--- src/rtl/hazard_stall_unit.sv ---
// hazard_stall_unit: load-use / memory-busy / branch-flush pipeline control with stall watchdog.
// Define STALL_PERF_CNT_EN to add the lu_stall_count and mem_wait_count performance counters.
module hazard_stall_unit #(
    parameter int WAIT_TIMEOUT = 64,
    parameter int CNT_W        = 7
) (
    input  logic       CLK,
    input  logic       RESET,
    input  logic [4:0] rs1_addr_ID,
    input  logic [4:0] rs2_addr_ID,
    input  logic       rs1_used_ID,
    input  logic       rs2_used_ID,
    input  logic [4:0] rd_addr_EX,
    input  logic       wb_write_en_EX,
    input  logic       mem_read_EX,
    input  logic       branch_taken_EX,
    input  logic       d_mem_busy,
    output logic       pc_hold,
    output logic       if_id_hold,
    output logic       if_id_flush,
    output logic       id_ex_hold,
    output logic       id_ex_bubble,
    output logic       ex_mem_hold,
    output logic       mem_wb_bubble,
    output logic       hazard_detect_signal,
    output logic       stall_timeout
`ifdef STALL_PERF_CNT_EN
    ,
    output logic [31:0] lu_stall_count,
    output logic [31:0] mem_wait_count
`endif
);
    typedef enum logic {RUN, MEM_WAIT} state_t;

    state_t           state;
    logic [CNT_W-1:0] wait_cnt;
    logic [CNT_W-1:0] cnt_inc;
    logic             lu;
    logic             freeze;
    logic             br_fire;
    logic             lu_fire;
    logic             bubble_prev;

    assign lu = mem_read_EX & wb_write_en_EX & (rd_addr_EX != 5'd0) &
                ((rs1_used_ID & (rs1_addr_ID == rd_addr_EX)) |
                 (rs2_used_ID & (rs2_addr_ID == rd_addr_EX)));

    // Freeze is identical in RUN and MEM_WAIT; state only steers the wait counter.
    assign freeze  = ~RESET & d_mem_busy;
    assign br_fire = ~RESET & ~d_mem_busy & branch_taken_EX;
    assign lu_fire = ~RESET & ~d_mem_busy & ~branch_taken_EX & lu;

    assign pc_hold       = freeze | lu_fire;
    assign if_id_hold    = freeze | lu_fire;
    assign if_id_flush   = br_fire;
    assign id_ex_hold    = freeze;
    assign id_ex_bubble  = br_fire | lu_fire;
    assign ex_mem_hold   = freeze;
    assign mem_wb_bubble = freeze;

    assign cnt_inc = (&wait_cnt) ? wait_cnt : wait_cnt + 1'b1;

    always_ff @(posedge CLK) begin
        if (RESET) begin
            state                <= RUN;
            wait_cnt             <= '0;
            hazard_detect_signal <= 1'b0;
            stall_timeout        <= 1'b0;
            bubble_prev          <= 1'b0;
        end else begin
            bubble_prev <= id_ex_bubble;
            // A bubbled or squashed slot entering MEM is never a load.
            if (!ex_mem_hold)
                hazard_detect_signal <= mem_read_EX & ~bubble_prev;
            if (state == RUN) begin
                state    <= d_mem_busy ? MEM_WAIT : RUN;
                wait_cnt <= '0;
            end else if (d_mem_busy) begin
                wait_cnt <= cnt_inc;
                if (cnt_inc >= CNT_W'(WAIT_TIMEOUT))
                    stall_timeout <= 1'b1;
            end else begin
                state    <= RUN;
                wait_cnt <= '0;
            end
        end
    end

`ifdef STALL_PERF_CNT_EN
    always_ff @(posedge CLK) begin
        if (RESET) begin
            lu_stall_count <= '0;
            mem_wait_count <= '0;
        end else begin
            lu_stall_count <= lu_stall_count + {31'd0, lu_fire};
            mem_wait_count <= mem_wait_count + {31'd0, ex_mem_hold};
        end
    end
`endif
endmodule

--- config.mk ---
export PLATFORM = sky130hd
export DESIGN_NAME = hazard_stall_unit
export DESIGN_NICKNAME = d
export VERILOG_FILES = /design/src/rtl/hazard_stall_unit.sv
export SDC_FILE = /design/constraint.sdc
export NUM_CORES = 1
export LEC_CHECK = 0
export CAP_MARGIN = 25
export CELL_PAD_IN_SITES_DETAIL_PLACEMENT = 1
export CELL_PAD_IN_SITES_GLOBAL_PLACEMENT = 2
export CORE_UTILIZATION = 21
export DETAILED_ROUTE_END_ITERATION = 7
export GPL_TIMING_DRIVEN = 1
export PLACE_DENSITY = 0.78
export SETUP_SLACK_MARGIN = 0.5
export SLEW_MARGIN = 20
export SYNTH_ARGS = -nofsm -noshare
export SYNTH_HDL_FRONTEND = slang
export SYNTH_SLANG_ARGS = --single-unit
--- constraint.sdc ---
create_clock -name CLK -period 2.4 [get_ports CLK]
set_input_delay 0.6 -clock CLK [delete_from_list [all_inputs] [get_ports CLK]]
set_output_delay 0.6 -clock CLK [all_outputs]
set_load 0.03 [all_outputs]
==> load_flow_metrics.sql <==
INSERT INTO impl_metrics (metric_group, metric, value, unit) VALUES
('logic_synthesis', 'ys.flop_type', 'dfxtp_1', ''),
('placement', 'globalplace.congestion', '0.7959', ''),
('final_layout', 'layout_commonest_cell', 'buf_6', ''),
('die', 'initial_utilization', '22.70', '%'),
('cts', 'insertion_delay', '0.27', 'ns'),
('final_layout', 'final_cell_mix', 'buf_6, dfxtp_1, nor2_1', ''),
('routing', 'detailroute.via_count', '626', ''),
('final_layout', 'ant_diodes', '0', ''),
('min_path', 'holdCritPathClass', 'reg2reg', ''),
('die', 'core', '2805', 'µm²'),
('placement', 'port_buffers', '31', ''),
('logic_synthesis', 'synth.net_count', '94', ''),
('timing', 'fin_tns_setup', '0', 'ns'),
('critical_path', 'timing.critical_path.required', '1.80', 'ns'),
('critical_path', 'crit_top_cell', 'buf_6', ''),
('critical_path', 'worstReg2RegStart', 'wait_cnt[0]', ''),
('die', 'top_level_ports', '32', ''),
('logic_synthesis', 'synth_warnings', '0', ''),
('cts', 'cts.sinks', '11', ''),
('critical_path', 'critical_path.max_stage_delay', '0.34', 'ns'),
('logic_synthesis', 'number_of_synthesized_flops_with_an_enable_pin', '0', ''),
('cts', 'tritoncts.num_buffers', '3', ''),
('critical_path', 'startpoint', 'rs1_addr_ID[1]', ''),
('logic_synthesis', 'post_synth_inst_count', '70', ''),
('critical_path', 'worstSetupEndpointType', 'primary output', ''),
('global_route', 'grt_max_degree', '9', ''),
('die', 'chipHeight', '57.07', 'µm'),
('pwr', 'power_density', '385.2', 'nW/µm²'),
('outcome', 'status', 'finished with violations', ''),
('critical_path', 'crit_type', 'in2out', ''),
('die', 'fp.dieArea', '3257', 'µm²'),
('final_layout', 'finish.net_count', '136', ''),
('timing', 'slew-limit-headroom', '79.12', '%'),
('global_route', 'grt_overflow_total', '0', ''),
('timing', 'hold_viol', '0', ''),
('outcome', 'violations', 'design-rule violations', ''),
('placement', 'place_hpwl', '1373', 'µm'),
('cts', 'h-tree-depth', '1', ''),
('timing', 'setup_viol', '0', ''),
('timing', 'max_freq', '0.4176', 'GHz'),
('critical_path', 'worst_ep_arrival_time', '1.79', 'ns'),
('timing', 'fin_worst_skew', '0.006984', 'ns'),
('critical_path', 'reg2reg_slack', '1.02', 'ns'),
('critical_path', 'path_cells', 'buf_6 > xor2_1 > nor4_2 > a32oi_2 > buf_4 > o21bai_4 > buf_6', ''),
('die', 'number_of_core_rows', '19', ''),
('routing', 'routed_wl', '1869', 'µm'),
('logic_synthesis', 'yosysSeqAreaShare', '34.58', '%'),
('routing', 'avgRoutedWirePerCell', '13.16', 'µm'),
('logic_synthesis', 'synth_async_sr_flop_share', '0', '%'),
('routing', 'postRouteAntennaNets', '0', ''),
('pwr', 'power_leakage', '0.4864', 'nW'),
('routing', 'detailedRoute.firstPassIterationCount', '6', ''),
('logic_synthesis', 'synth.cell_area', '636.9', 'µm²'),
('critical_path', 'critical_path_cell_count', '7', ''),
('critical_path', 'worst_path_max_delay_cell', 'nor4_2', ''),
('routing', 'vias_per_cell', '4.408', ''),
('global_route', 'grt_util_all_layers', '12.14', '%'),
('final_layout', 'drive_gt1_share', '41.44', '%'),
('timing', 'unrepaired_setup_endpoints_after_global_routing', 'true', ''),
('timing', 'timing.final.crit_share', '99.78', '%'),
('routing', 'detail_route.drc_violations', '2', ''),
('final_layout', 'stdcell_count', '142', ''),
('cts', 'tritoncts', 'done', ''),
('global_route', 'grt_first_pass_wirelength', '3008', 'µm'),
('timing', 'final-max-slew-violation-count', '0', ''),
('cts', 'clkSlewWorstSetupHoldPaths', '0.08', 'ns'),
('final_layout', 'synthToLayoutAreaGrowth', '77.41', '%'),
('run', 'max-cap-violations', '0', ''),
('critical_path', 'worstSetupEndpoint', 'if_id_hold', ''),
('logic_synthesis', 'ys_seq_elements', '11', ''),
('timing', 'period_minus_slack', '2.395', 'ns');
==> worst register-to-register path: cells and delay by family (launching register included) <==
| kind | cells | cell delay [ns] |
|---|---|---|
| AOI/OAI and AO/OA | 1 | 0.29 |
| xor gates and xnor gates | 1 | 0.15 |
| adders and majority gates | 1 | 0.23 |
| DFF | 1 | 0.34 |
| and+or+nand+nor | 2 | 0.25 |
==> how the worst min path moves through the flow <==
stage	startpoint	to	cells after the start
4_1_cts	stall_timeout	stall_timeout	2
3_3_place_gp	stall_timeout	stall_timeout	2
6_report	stall_timeout	stall_timeout	2
2_1_floorplan	wait_cnt[1]	wait_cnt[1]	2
5_1_grt	stall_timeout	stall_timeout	2
3_5_place_dp	stall_timeout	stall_timeout	2
==> cell type report <==
cell class | instances | area (µm²)
fillers | 334 | 1675
multi-input cells | 54 | 461.7
repair buffers | 41 | 377.9
flip-flops and latches | 11 | 220.2
well taps | 31 | 38.79
clock buffers | 3 | 22.52
clock inverters | 1 | 5.005
inverters | 1 | 3.754
==> power breakdown <==
| part | switching, mW | internal (mW) |
|---|---|---|
| clock network | 0.0673 | 0.0618 |
| registers | 0.00139 | 0.185 |
| logic | 0.0535 | 0.0659 |
==> routing by layer <==
metal | vias up | part of all wire (%) | track usage (%)
li1 | 324 | - | -
met4 | 0 | 0.64 | 3.136
met3 | 2 | 3.2 | 2.948
met2 | 14 | 51 | 20.17
met1 | 286 | 45 | 15.80
met5 | - | 0 | 0
==> timing repair <==
action | CTS | global route
pin swaps | 13 | 3
gates resized for setup | 71 | 9
setup endpoints to repair | 9 | 8
hold buffers | 0 | 0
buffers inserted | 5 | 1
==> Yosys cell counts (2+ instances only) <==
master	instances	area share (%)
xnor2_1	6	8.3
dfxtp_1	11	35
xor2_1	8	11
nor4_1	2	2.0
a41oi_1	2	2.8
nor2b_1	2	2.0
nand2_1	2	1.2
and2_1	2	2.0
nor2_1	10	5.9
nand3_1	3	2.4
o21bai_1	3	3.5
buf_4	3	3.5
==> stage by stage <==
| stage | cell area [µm²] | power (mW) | hold slack, ns | setup slack, ns | utilization (%) |
|---|---|---|---|---|---|
| 2_1_floorplan | 654.4 | 0.2337 | 0.4879 | 0.1186 | - |
| 4_1_cts | 1130 | 0.4407 | 0.4943 | -0.02559 | 40.28 |
| 6_report | 1130 | 0.4352 | 0.4845 | 0.005293 | 40.28 |
| 3_3_place_gp | 982.2 | 0.2926 | 0.4616 | -0.4699 | 35.01 |
| 5_1_grt | 1130 | 0.4587 | 0.5142 | -0.03549 | 40.28 |
| 3_5_place_dp | 982.2 | 0.2932 | 0.4638 | -0.4608 | 35.01 |
==> kinds of logic after synthesis <==
logic type	count (synthesis)	synth area share [%]
and+or+nand+nor	27	22.79
xor gates and xnor gates	14	19.25
AOI/OAI and AO/OA	11	13.95
DFF	11	34.58
buffers and inverters	5	5.893
muxes	1	1.572
adders and majority gates	1	1.964
No activity file was read; power rests on OpenSTA's default activity.
